===== src/rtl/fetch_decode.sv =====
// -----------------------------------------------------------------------------
// fetch_decode
//
// Multi-cycle fetch/decode front end for a small RV32I-style core. Each
// instruction walks FETCH -> DECODE -> EXEC and then returns to FETCH.
// An opcode outside {R-type, I-ALU, branch} parks the block in HALT until
// reset. The register file (x0 hardwired to zero) lives here. It is read
// in DECODE and written back from the external execute stage at the end
// of EXEC.
//
// Ports
//   clk, rst_n          clock, synchronous active-low reset
//   imem_req/imem_addr  fetch request and byte address (address == pc)
//   imem_ack/imem_rdata fetch handshake and instruction word
//   wb_data             execute-stage result written to x[rd] after EXEC
//   pc_branch           execute-stage branch target
//   muxcontrol          execute-stage branch-taken select
//   aluop, f3, f7       ALU control fields
//   readdata1/2         rs1/rs2 register values
//   immgen              sign-extended immediate
//   alusrc, branch      operand-B select, conditional-branch flag
//   pc                  address of the instruction currently in execute
//   exec_valid          high for the single EXEC cycle
//   halted              illegal opcode trapped
//   instret             retired-instruction counter
// -----------------------------------------------------------------------------
module fetch_decode (
    input  logic        clk,
    input  logic        rst_n,
    output logic        imem_req,
    output logic [31:0] imem_addr,
    input  logic        imem_ack,
    input  logic [31:0] imem_rdata,
    input  logic [31:0] wb_data,
    input  logic [31:0] pc_branch,
    input  logic        muxcontrol,
    output logic [1:0]  aluop,
    output logic [2:0]  f3,
    output logic [6:0]  f7,
    output logic [31:0] readdata1,
    output logic [31:0] readdata2,
    output logic [31:0] immgen,
    output logic        alusrc,
    output logic        branch,
    output logic [31:0] pc,
    output logic        exec_valid,
    output logic        halted,
    output logic [31:0] instret
);

    localparam logic [1:0] FETCH  = 2'd0;
    localparam logic [1:0] DECODE = 2'd1;
    localparam logic [1:0] EXEC   = 2'd2;
    localparam logic [1:0] HALT   = 2'd3;

    localparam logic [6:0] OP_R = 7'b0110011;
    localparam logic [6:0] OP_I = 7'b0010011;
    localparam logic [6:0] OP_B = 7'b1100011;

    logic [1:0]  state_reg, state_next;
    logic [31:0] pc_reg, instr_reg, instret_reg;

    logic [1:0]  aluop_reg, aluop_next;
    logic [2:0]  f3_reg, f3_next;
    logic [6:0]  f7_reg, f7_next;
    logic [31:0] rdata1_reg, rdata1_next;
    logic [31:0] rdata2_reg, rdata2_next;
    logic [31:0] imm_reg, imm_next;
    logic        alusrc_reg, alusrc_next;
    logic        branch_reg, branch_next;
    logic        regwrite_reg, regwrite_next;
    logic        legal_next;

    // Register file flattened into one bus. Slot 0 is tied to zero, so
    // x0 reads 0 and writes to x0 have nowhere to land.
    logic [1023:0] regs_flat;
    logic          wr_en;

    assign wr_en = (state_reg == EXEC) && regwrite_reg;
    assign regs_flat[31:0] = '0;

    genvar gi;
    generate
        for (gi = 1; gi < 32; gi++) begin : g_reg
            logic [31:0] x_reg;
            always_ff @(posedge clk) begin
                if (!rst_n) begin
                    x_reg <= '0;
                end else if (wr_en && (instr_reg[11:7] == 5'(gi))) begin
                    x_reg <= wb_data;
                end
            end
            assign regs_flat[gi*32 +: 32] = x_reg;
        end
    endgenerate

    assign rdata1_next = regs_flat[{instr_reg[19:15], 5'd0} +: 32];
    assign rdata2_next = regs_flat[{instr_reg[24:20], 5'd0} +: 32];

    // Instruction decode from the latched word; registered in DECODE.
    always_comb begin
        aluop_next    = 2'b00;
        alusrc_next   = 1'b0;
        branch_next   = 1'b0;
        regwrite_next = 1'b0;
        imm_next      = '0;
        f3_next       = '0;
        f7_next       = '0;
        legal_next    = 1'b1;
        case (instr_reg[6:0])
            OP_R: begin
                aluop_next    = 2'b10;
                regwrite_next = 1'b1;
                f3_next       = instr_reg[14:12];
                f7_next       = instr_reg[31:25];
            end
            OP_I: begin
                aluop_next    = 2'b10;
                alusrc_next   = 1'b1;
                regwrite_next = 1'b1;
                imm_next      = {{20{instr_reg[31]}}, instr_reg[31:20]};
                f3_next       = instr_reg[14:12];
                // Only the shift-right form uses the upper immediate bits as
                // a function code (srli/srai); elsewhere they are immediate.
                f7_next       = (instr_reg[14:12] == 3'b101) ? instr_reg[31:25] : 7'd0;
            end
            OP_B: begin
                aluop_next  = 2'b01;
                branch_next = 1'b1;
                imm_next    = {{19{instr_reg[31]}}, instr_reg[31], instr_reg[7],
                               instr_reg[30:25], instr_reg[11:8], 1'b0};
                f3_next     = instr_reg[14:12];
                f7_next     = instr_reg[31:25];
            end
            default: legal_next = 1'b0;
        endcase
    end

    always_comb begin
        state_next = state_reg;
        case (state_reg)
            FETCH:   if (imem_ack) state_next = DECODE;
            DECODE:  state_next = legal_next ? EXEC : HALT;
            EXEC:    state_next = FETCH;
            default: state_next = HALT;
        endcase
    end

    always_ff @(posedge clk) begin
        if (!rst_n) begin
            state_reg    <= FETCH;
            pc_reg       <= '0;
            instr_reg    <= '0;
            instret_reg  <= '0;
            aluop_reg    <= '0;
            f3_reg       <= '0;
            f7_reg       <= '0;
            rdata1_reg   <= '0;
            rdata2_reg   <= '0;
            imm_reg      <= '0;
            alusrc_reg   <= 1'b0;
            branch_reg   <= 1'b0;
            regwrite_reg <= 1'b0;
        end else begin
            state_reg <= state_next;
            if (state_reg == FETCH && imem_ack) begin
                instr_reg <= imem_rdata;
            end
            if (state_reg == DECODE) begin
                aluop_reg    <= aluop_next;
                f3_reg       <= f3_next;
                f7_reg       <= f7_next;
                rdata1_reg   <= rdata1_next;
                rdata2_reg   <= rdata2_next;
                imm_reg      <= imm_next;
                alusrc_reg   <= alusrc_next;
                branch_reg   <= branch_next;
                regwrite_reg <= regwrite_next;
            end
            if (state_reg == EXEC) begin
                pc_reg      <= (branch_reg && muxcontrol) ? pc_branch : pc_reg + 32'd4;
                instret_reg <= instret_reg + 32'd1;
            end
        end
    end

    // Gating the request with rst_n keeps it low for as long as reset is
    // held and raises it in the very first cycle after release.
    assign imem_req   = (state_reg == FETCH) && rst_n;
    assign imem_addr  = pc_reg;
    assign pc         = pc_reg;
    assign exec_valid = (state_reg == EXEC);
    assign halted     = (state_reg == HALT);
    assign instret    = instret_reg;
    assign aluop      = aluop_reg;
    assign f3         = f3_reg;
    assign f7         = f7_reg;
    assign readdata1  = rdata1_reg;
    assign readdata2  = rdata2_reg;
    assign immgen     = imm_reg;
    assign alusrc     = alusrc_reg;
    assign branch     = branch_reg;

endmodule


===== config.mk =====
export PLATFORM = sky130hd
export DESIGN_NAME = fetch_decode
export DESIGN_NICKNAME = d
export VERILOG_FILES = /design/src/rtl/fetch_decode.sv
export SDC_FILE = /design/constraint.sdc
export NUM_CORES = 2
export LEC_CHECK = 0
export BUFFER_PORTS_ARGS = -buffer_cell sky130_fd_sc_hd__buf_2
export CORE_ASPECT_RATIO = 1.25
export CORE_MARGIN = 2
export CORE_UTILIZATION = 40
export DETAILED_ROUTE_END_ITERATION = 8
export PLACE_DENSITY = 0.59
export SYNTH_ARGS = -nofsm -noshare
export SYNTH_HDL_FRONTEND = slang
export SYNTH_SLANG_ARGS = --single-unit

===== constraint.sdc =====
create_clock -name clk -period 2.56 [get_ports clk]
set_input_delay 0.512 -clock clk [delete_from_list [all_inputs] [get_ports clk]]
set_output_delay 0.512 -clock clk [all_outputs]
set_load 0.005 [all_outputs]

==> flow_summary.toml <==
[outcome]
outcome = "complete, but fails checks"
violations = "setup timing"

[route]
drt_wl_total_um = 230000
viasPerCell = 6.03
via_count = 52900
drt_iter0_drc = 5712
dr.pass1.iters = 8
ant_nets = 0
wl_per_cell_um = 26.2
drc = 0

[die]
dieWidth_um = 345
rows = 156
dieArea_um2 = 148000
die_height_um = 430
initial_utilization_pct = 40.2
core_area_um2 = 144000
io_pins = 309

[sta]
setup_ws_ns = -0.0299
relSlewSlack_pct = 36.2
fin_skew_ns = 0.0332
grt_setup_unrepaired = "false"
fin_crit_sh_pct = 101
fmax_ghz = 0.386
holdWs_ns = 0.0552
fin_crit_ns = 2.59
drv_slew = 0
hold_viol = 0
setup_viol = 1
timing.setup.tns_ns = -0.0299
tightest_slew_ns = 0.957

[grt]
grt_pass1_vias = 49800
grtUsageTotal_pct = 30.2
grt_antenna_before_repair = 20
overflow = 0
grt_pass1_wl_um = 333000
grt_max_degree = 171

[synthesis]
synthArstFlopShare_pct = 0
yosys-top-cells-area = "dfxtp_1 (41%), mux4_2 (17%), nand2_1 (14%), a21oi_1 (9.8%), mux2i_1 (3.4%)"
synth_nets = 6744
yosys_warnings = 0
yosysSeqAreaShare_pct = 40.8
avgSynthCellArea_um2 = 8.74
ys.flop_type = "dfxtp_1"
synth_area_um2 = 58100
synthCells = 6642
yosysTopAreaCell = "dfxtp_1"
synth_top_area_share_pct = 40.8
synth_edf_count = 0
synth-seq-cells = 1182
ys_types = 64

[clock_tree]
root_buffer = "clkbuf_16"
cts_tree = "done"
worstSkewPairLatency_ns = 0.79
clk_transition_reported_paths_ns = 0.06
ctsLongestPathBuffers = 3
cts_num_sinks = 1182
cts_buffers = 135
htree_num_levels = 4

[power]
p_total_w = 0.0415
p_leak_nw = 21.9
power_density_nw_per_um2 = 611
ir_worst_vdd_mv = 0.672

[critical_path]
cp_max_fo = 38
cp-end-kind = "register"
arrival_ns = 3.29
crit_path_start_kind = "register"
crit_required_ns = 3.26
critPathKind = "register to register"

[run]
cap_violations = 0

[finish]
area_growth_pct = 17.0
largest_register_ffs = 992
nets = 6869
drive_above_1_share_pct = 20.7
utilization_pct = 47.0
final_cell_mix = "nand2_1 (2172), dfxtp_1 (1174), a21oi_1 (1132)"
final_common_cell = "nand2_1"

[place]
dpl.hpwl_um = 146000
portBuffers = 308
globalplace.congestion = 0.933

[worst_hold_path]
hold_class = "input port to register"
==> per-stage QoR <==
stage / area (µm²) / worst slack, ns / std cells
final: 67900 / -0.0299 / 8772
after global routing: 67900 / 0.00965 / 8769
after CTS: 67800 / 0.000165 / 8760
after detailed placement: 62900 / -0.345 / 8490
after global placement: 62900 / -0.351 / 8490
after floorplan: 58100 / 0.539 / 6642
==> worst paths after layout <==
kind	from	to	slack [ns]	cells after the start
hold reg to reg	instr_reg[2]	instr_reg[2]	0.46	2
setup / recovery	instr_reg[21]	readdata2[28]	-0.03	5
setup reg to reg	instr_reg[21]	readdata2[28]	-0.03	5
hold / removal	imem_rdata[24]	instr_reg[24]	0.06	3
==> final cells by class <==
class	instances	area (µm²)
Fill cell	13700	76500
Multi-Input combinational cell	4747	31500
Inverter	7	33.8
Tap cell	1896	2370
Timing Repair Buffer	694	5750
Clock inverter	39	414
Antenna cell	6	15.0
Clock buffer	201	4130
Sequential cell	1182	23700
==> power by group <==
| group | internal (W) | leakage, nW | total (W) | switching [W] |
|---|---|---|---|---|
| sequential | 0.0185 | 9.53 | 0.0186 | 0.000159 |
| clock | 0.0118 | 2.22 | 0.0199 | 0.00817 |
| combinational | 0.000985 | 10.1 | 0.00294 | 0.00195 |
| total | 0.0312 | 21.9 | 0.0415 | 0.0103 |
==> synth_stat cells, types with 22 or more instances <==
master	count
o21ai_0	31
a211oi_1	131
a21oi_1	1134
buf_4	76
a22oi_1	23
nand3_1	36
nand2_1	2187
buf_2	149
clkbuf_1	449
a221o_1	62
nor2b_1	71
nor3_1	22
a221oi_1	63
mux2i_1	195
dfxtp_1	1182
nor2_1	172
mux4_2	446
==> logic make-up after synthesis <==
logic type | count (synthesis) | synth area share [%]
AOI/OAI and AO/OA | 1489 | 14.7
xor gates and xnor gates | 23 | 0.347
adders and majority gates | 2 | 0.0431
buffers and inverters | 713 | 5.63
DFF | 1182 | 40.8
muxes | 643 | 20.7
and+or+nand+nor | 2590 | 17.8
==> routing by layer <==
layer	up-vias	global-route usage (%)	share of wire [%]
li1	23500	-	-
met1	25900	38.1	38
met2	2930	47.9	46
met3	646	6.79	10
met4	24	16.2	5.8
met5	-	0	0.069
==> critical path: stages (launching register included) <==
cell and delay, ns:
dfxtp_4 0.49, buf_4 0.56, mux4_2 0.32, mux2i_1 0.13
a221oi_2 0.74, a221o_1 0.22
==> what timing repair did <==
item / CTS / global route
gates resized for setup: 6 / 3
setup endpoints to repair: 6 / 3
endpoints found under the hold margin: 30 / 0
hold buffers: 30 / 0
gates cloned: 0 / 1
setup buffers: 0 / 5
Power figures use the tool's default switching activity.
